[config.mk]
export PLATFORM = sky130hd
export DESIGN_NAME = fetch_stage_flat
export DESIGN_NICKNAME = d
export VERILOG_FILES = /design/src/rtl/cpu_pkg.sv /design/src/rtl/fetch_stage_if.sv /design/src/rtl/fetch_hold_buf.sv /design/src/rtl/fetch_stage.sv /design/src/flat_wrapper.sv
export SDC_FILE = /design/constraint.sdc
export NUM_CORES = 1
export LEC_CHECK = 0
export ABC_AREA = 1
export BUFFER_PORTS_ARGS = -buffer_cell sky130_fd_sc_hd__clkbuf_2
export CORE_MARGIN = 2
export CORE_UTILIZATION = 25
export DETAILED_ROUTE_END_ITERATION = 10
export HOLD_SLACK_MARGIN = 0.08
export PLACE_DENSITY = 0.54
export SYNTH_ARGS = -nofsm -noshare
export SYNTH_HDL_FRONTEND = slang
export SYNTH_HIERARCHICAL = 1
export SYNTH_SLANG_ARGS = --single-unit
[constraint.sdc]
create_clock -name clk -period 2.05 [get_ports clk]
set_input_delay 0.41 -clock clk [delete_from_list [all_inputs] [get_ports clk]]
set_output_delay 0.41 -clock clk [all_outputs]
set_load 0.03 [all_outputs]
[src/rtl/cpu_pkg.sv]
// Shared types for the fetch front end: PC/instruction widths, NOP encoding, fetch FSM states.
// Latency: n/a (types only).
// Backpressure: n/a.
package cpu_pkg;

    localparam int PC_W   = 12;
    localparam int INST_W = 19;
    localparam int OPC_W  = 6;

    typedef logic [PC_W-1:0]   pc_t;
    typedef logic [INST_W-1:0] inst_t;

    localparam inst_t NOP = '0;

    typedef enum logic [1:0] {
        BOOT,
        RUN,
        SQUASH
    } fetch_state_t;

    // A fetched word together with the address it was read from.
    typedef struct packed {
        pc_t   tag;
        inst_t inst;
    } fetch_word_t;

    function automatic logic [OPC_W-1:0] opcode(input inst_t inst);
        return inst[INST_W-1 -: OPC_W];
    endfunction

endpackage

[src/rtl/fetch_stage_if.sv]
// Fetch stage bus: hazard-unit controls, ID redirect, imem port and IF/ID register outputs.
// Latency: n/a (wiring only).
// Backpressure: ldPC / ld_IF_ID from the hazard unit stall the stage.
interface fetch_stage_if;
    import cpu_pkg::*;

    logic  ldPC;
    logic  ld_IF_ID;
    logic  IF_ID_flush;
    logic  redirect;
    pc_t   redirect_pc;
    pc_t   imem_addr;
    inst_t imem_rdata;
    inst_t IF_ID_inst;
    pc_t   IF_ID_pc1;
    logic  IF_ID_valid;

    modport master (
        input  ldPC, ld_IF_ID, IF_ID_flush, redirect, redirect_pc, imem_rdata,
        output imem_addr, IF_ID_inst, IF_ID_pc1, IF_ID_valid
    );

    modport slave (
        output ldPC, ld_IF_ID, IF_ID_flush, redirect, redirect_pc, imem_rdata,
        input  imem_addr, IF_ID_inst, IF_ID_pc1, IF_ID_valid
    );

endinterface

[src/rtl/fetch_hold_buf.sv]
// One-entry holding register for a fetched word (word + tag) while IF/ID is stalled.
// Latency: push visible as full/dat the cycle after the push edge.
// Backpressure: a push while full is ignored; clear has priority over pop and push.
module fetch_hold_buf
    import cpu_pkg::*;
(
    input  logic        clk,
    input  logic        rst,
    input  logic        push,
    input  logic        pop,
    input  logic        clear,
    input  fetch_word_t push_dat,
    output logic        full,
    output fetch_word_t dat
);

    always_ff @(posedge clk) begin
        if (rst || clear) begin
            full <= 1'b0;
        end else if (pop) begin
            full <= 1'b0;
        end else if (push) begin
            full <= 1'b1;
        end
    end

    always_ff @(posedge clk) begin
        if (rst) begin
            dat <= '0;
        end else if (push && !full) begin
            dat <= push_dat;
        end
    end

endmodule

[src/rtl/fetch_stage.sv]
// PC register, synchronous imem front end and IF/ID register; FETCH_STALL_CNT_EN adds stall_cnt.
// Latency: PC change -> IF_ID_valid for that PC in 2 cycles without stalls.
// Backpressure: ld_IF_ID=0 holds IF/ID and parks the in-flight imem word in a one-entry buffer.
module fetch_stage
    import cpu_pkg::*;
(
    input  logic          clk,
    input  logic          rst,
    fetch_stage_if.master fif
`ifdef FETCH_STALL_CNT_EN
    ,
    output logic [15:0]   stall_cnt
`endif
);

    fetch_state_t state_q, state_d;
    pc_t          pc_q, pc_d, tag_q;
    logic         adv_q, dup_q, dup_d;
    logic         take_redirect, cur_vld, src_vld, cur_taken;
    logic         load, hold_push, hold_pop, hold_full;
    fetch_word_t  hold_dat, imem_dat, src_dat;

    assign take_redirect = fif.redirect & fif.ldPC;
    assign fif.imem_addr = pc_q;

    always_comb begin
        pc_d = pc_q;
        if (take_redirect) begin
            pc_d = fif.redirect_pc;
        end else if (fif.ldPC) begin
            pc_d = pc_q + pc_t'(1);
        end
    end

    always_comb begin
        state_d = state_q;
        case (state_q)
            BOOT:    state_d = take_redirect ? SQUASH : RUN;
            RUN:     if (take_redirect) state_d = SQUASH;
            SQUASH:  state_d = take_redirect ? SQUASH : RUN;
            default: state_d = BOOT;
        endcase
    end

    // A held PC re-reads the same word next cycle; dup_q marks that repeat as already consumed.
    assign imem_dat  = '{tag: tag_q, inst: fif.imem_rdata};
    assign cur_vld   = (state_q == RUN) && !dup_q;
    assign src_vld   = hold_full | cur_vld;
    assign src_dat   = hold_full ? hold_dat : imem_dat;
    assign load      = fif.ld_IF_ID & ~fif.IF_ID_flush;
    assign hold_pop  = load & hold_full;
    assign hold_push = ~fif.ld_IF_ID & ~fif.IF_ID_flush & cur_vld & ~hold_full;
    assign cur_taken = cur_vld & (fif.IF_ID_flush | hold_push | (load & ~hold_full));
    assign dup_d     = (state_q == RUN) & ~adv_q & (~cur_vld | cur_taken);

    always_ff @(posedge clk) begin
        if (rst) begin
            state_q <= BOOT;
            pc_q    <= '0;
            tag_q   <= '0;
            adv_q   <= 1'b0;
            dup_q   <= 1'b0;
        end else begin
            state_q <= state_d;
            pc_q    <= pc_d;
            tag_q   <= pc_q;
            adv_q   <= fif.ldPC;
            dup_q   <= dup_d;
        end
    end

    always_ff @(posedge clk) begin
        if (rst) begin
            fif.IF_ID_inst  <= NOP;
            fif.IF_ID_pc1   <= '0;
            fif.IF_ID_valid <= 1'b0;
        end else if (fif.IF_ID_flush) begin
            fif.IF_ID_inst  <= NOP;
            fif.IF_ID_valid <= 1'b0;
        end else if (fif.ld_IF_ID) begin
            if (src_vld) begin
                fif.IF_ID_inst  <= src_dat.inst;
                fif.IF_ID_pc1   <= src_dat.tag + pc_t'(1);
                fif.IF_ID_valid <= 1'b1;
            end else begin
                fif.IF_ID_inst  <= NOP;
                fif.IF_ID_valid <= 1'b0;
            end
        end
    end

    fetch_hold_buf u_hold (
        .clk      (clk),
        .rst      (rst),
        .push     (hold_push),
        .pop      (hold_pop),
        .clear    (fif.IF_ID_flush),
        .push_dat (imem_dat),
        .full     (hold_full),
        .dat      (hold_dat)
    );

    // Advancing the PC while a word is parked would drop the next fetched word.
    drop_guard: assert property (@(posedge clk) disable iff (rst)
        !(hold_full && fif.ldPC && !fif.ld_IF_ID && !fif.IF_ID_flush));

`ifdef FETCH_STALL_CNT_EN
    always_ff @(posedge clk) begin
        if (rst) begin
            stall_cnt <= '0;
        end else if ((!fif.ld_IF_ID || fif.IF_ID_flush) && stall_cnt != 16'hFFFF) begin
            stall_cnt <= stall_cnt + 16'd1;
        end
    end
`endif

endmodule
[src/flat_wrapper.sv]
// flat-port wrapper written by rule: the top's interface ports become plain ports
module fetch_stage_flat import cpu_pkg::*;
  (clk, rst, fif_ldPC, fif_ld_IF_ID, fif_IF_ID_flush, fif_redirect, fif_redirect_pc, fif_imem_rdata, fif_imem_addr, fif_IF_ID_inst, fif_IF_ID_pc1, fif_IF_ID_valid);
  fetch_stage_if fif_i ();
  input  logic clk;
  input  logic rst;
  input wire logic [$bits(fif_i.ldPC)-1:0] fif_ldPC;
  input wire logic [$bits(fif_i.ld_IF_ID)-1:0] fif_ld_IF_ID;
  input wire logic [$bits(fif_i.IF_ID_flush)-1:0] fif_IF_ID_flush;
  input wire logic [$bits(fif_i.redirect)-1:0] fif_redirect;
  input wire logic [$bits(fif_i.redirect_pc)-1:0] fif_redirect_pc;
  input wire logic [$bits(fif_i.imem_rdata)-1:0] fif_imem_rdata;
  output wire logic [$bits(fif_i.imem_addr)-1:0] fif_imem_addr;
  output wire logic [$bits(fif_i.IF_ID_inst)-1:0] fif_IF_ID_inst;
  output wire logic [$bits(fif_i.IF_ID_pc1)-1:0] fif_IF_ID_pc1;
  output wire logic [$bits(fif_i.IF_ID_valid)-1:0] fif_IF_ID_valid;
  assign fif_i.ldPC = fif_ldPC;
  assign fif_i.ld_IF_ID = fif_ld_IF_ID;
  assign fif_i.IF_ID_flush = fif_IF_ID_flush;
  assign fif_i.redirect = fif_redirect;
  assign fif_i.redirect_pc = fif_redirect_pc;
  assign fif_i.imem_rdata = fif_imem_rdata;
  assign fif_imem_addr = fif_i.imem_addr;
  assign fif_IF_ID_inst = fif_i.IF_ID_inst;
  assign fif_IF_ID_pc1 = fif_i.IF_ID_pc1;
  assign fif_IF_ID_valid = fif_i.IF_ID_valid;
  fetch_stage u_core (.clk(clk), .rst(rst), .fif(fif_i));
endmodule
==> out/metrics.cfg <==
[run_status]
status = finished, final reports clean

[synth]
syn_area_per_cell_um2 = 6.647
synth_fa_ha_area_share_pct = 0.5739
synth_simple_gate_area_share_pct = 37.96
synth_top_family_by_area = simple AND/OR/NAND/NOR gates
synth_nets = 695
synth_xor_area_share_pct = 1.205
synthMuxAreaShare_pct = 0.2296
yosysSeqAreaShare_pct = 42.24
synth_compound_area_share_pct = 8.063
netlist_area_um2 = 4360
synth-main-ff-cell = dfxtp_1
async_reset_ff_share_pct = 0
ys_types = 33
synth_edf_count = 0
netlist_instances = 656
ys_ff_latch = 92
ys_warn_count = 6

[placed_design]
gp_congestion = 0.8181
io_buffers = 80
dp_slack_ps = 316.0
dp.cells = 944
place_hpwl_um = 8070
place_area_um2 = 5025

[sta]
slew_violations = 0
clock-skew-final_ps = 4.822
worst_slack_ps = 304.0
period_minus_slack_ps = 1746
hold_viol = 0
holdWs_ps = 290.4
setup_viol = 0
slew_headroom_pct = 33.46
grt_setup_unrepaired = false
fmax_mhz = 572.8
finalSetupTns_ps = 0
finalCritPeriodShare_pct = 85.17
tightest_slew_ps = 997.0

[floorplan]
die_w_um = 136.1
row_count = 48
start_util_pct = 25.39
core_area_um2 = 17180
pin_count = 81
die-area_um2 = 18510
die_h_um = 136.1

[worst_setup_path]
cp-start-kind = flip-flop
crit_type = flip-flop to flip-flop
cp.required_ps = 2290
path_max_fanout = 14
worstSetupEndpointType = flip-flop
worst_ep_arrival_time_ps = 1990

[pwr]
total_power_mw = 4.089
p_leak_nw = 2.441
power_density_nw_per_um2 = 767.4
ir_drop_uv = 479.6

[route]
routed_wl_um = 11110
wl_met1_um = 5577
first_pass_iters = 4
wl_met3_um = 517
dr_total_vias = 3988
wire_per_inst_um = 11.59
route.met2.wl_um = 4821
highest_layer = met4
drt_iter0_drc = 173
drc_errors = 0
viasPerCell = 4.158
ant_nets = 0

[clock_network]
clock_sinks = 92
clk_latency_ps = 340
clk_pin_slew_ps = 60
h-tree-depth = 3
cts_tree = yes
root_buffer = clkbuf_16
cts_buffer_depth = 2
cts_buffers = 9
post_cts_resized = 0
cts_setup_buffers = 0
ctsHoldBuffers = 0

[layout]
antennaDiodeCount = 0
fin_util_pct = 31.02
area_growth_pct = 22.21
layout_commonest_cell = nand2_1
layout-drive-gt1-share_pct = 19.21
fin_nets = 769
nFillCells = 1906
design_area_um2 = 5329
fin_cells = 959
final_cell_mix = 212 x nand2_1, 97 x nor2_1, 92 x dfxtp_1, 80 x clkbuf_2, 64 x inv_1

[job]
maxCapViolCount = 0

[grt]
grt_max_degree = 32
antenna_found_initial = 0
track_usage_pct = 12.66
grt_pass1_wl_um = 18150
overflow = 0
grt_pass1_vias = 3644

[worst_hold_path]
hold_class = primary input to flip-flop

## power by group
part           switching, mW  internal (mW)  total, mW
Combinational          0.305          0.158      0.462
Clock                  0.680           1.04       1.72
Sequential            0.0458           1.86       1.91
Total                   1.03           3.06       4.09
## path summary, 6_finish.rpt
| kind | from | endpoint | slack, ps | depth (start not counted) |
|---|---|---|---|---|
| max reg2reg | u_core/u_hold/full | u_core/fif.IF_ID_pc1[8] | 300 | 11 |
| max | u_core/u_hold/full | u_core/fif.IF_ID_pc1[8] | 300 | 11 |
| min | fif_redirect_pc[8] | u_core/fif.imem_addr[8] | 290 | 3 |
| min reg2reg | u_core/fif.IF_ID_inst[11] | u_core/fif.IF_ID_inst[11] | 460 | 2 |
## flip-flops by register name, summed over array words and instances, names as in the netlist
name / cells
u_core/fif.IF_ID_inst: 19
u_core/state_q: 2
u_core/dup_q: 1
u_core/tag_q: 12
u_core/adv_q: 1
u_core/u_hold/full: 1
u_core/fif.IF_ID_pc1: 12
u_core/fif.IF_ID_valid: 1
u_core/u_hold/dat: 31
u_core/fif.imem_addr: 12
## per-layer routing
layer	GRT usage (%)	vias up
met5	0	-
li1	-	2171
met3	2.983	15
met4	4.630	0
met1	16.31	1722
met2	20.58	80
## layout make-up
| cell class | count | area, um2 | area share (%) |
|---|---|---|---|
| multi-input combinational | 463 | 2101 | 39.42 |
| tap | 225 | 281.5 | 5.283 |
| clock buffer | 14 | 274.0 | 5.142 |
| timing repair buffer | 96 | 545.5 | 10.24 |
| inverter | 68 | 255.2 | 4.790 |
| sequential | 92 | 1842 | 34.56 |
| clock inverter | 1 | 30.03 | 0.5635 |
## cells by family (layout without fill, tap and decap cells)
logic type | after synthesis | after routing
and+or+nand+nor | 392 | 392
buffers and inverters | 101 | 179
DFF | 92 | 92
AOI/OAI and AO/OA | 62 | 62
xor gates and xnor gates | 6 | 6
adders and majority gates | 2 | 2
muxes | 1 | 1
## synth_stat cells, types with 2 or more instances
cell type | count | area (um2)
a21oi_1 | 31 | 155.2
buf_2 | 15 | 75.07
buf_4 | 3 | 22.52
buf_6 | 2 | 22.52
clkbuf_1 | 13 | 48.80
dfxtp_1 | 92 | 1842
ha_1 | 2 | 25.02
inv_1 | 64 | 240.2
inv_2 | 3 | 11.26
nand2_1 | 212 | 795.8
nand2_2 | 12 | 75.07
nand2_4 | 2 | 22.52
nand3_1 | 45 | 225.2
nand3_2 | 3 | 30.03
nand4_1 | 4 | 25.02
nor2_1 | 97 | 364.1
nor2_2 | 2 | 12.51
nor2_4 | 4 | 45.04
nor3_1 | 7 | 35.03
o211ai_1 | 4 | 30.03
o21a_1 | 5 | 37.54
o21ai_0 | 17 | 85.08
or2_2 | 3 | 18.77
xor2_1 | 5 | 43.79
## critical path, cell delays in order (launching register included)
cell and delay (ps):
dfxtp_1 370, inv_2 250, nand2_1 80, nand2_1 140, ha_1 180, nand2_1 120
nor2_4 190, nand2_1 70, nand2_1 60, nand3_1 90, nand2_1 70, inv_1 30
No activity file was read; power rests on OpenSTA's default activity.
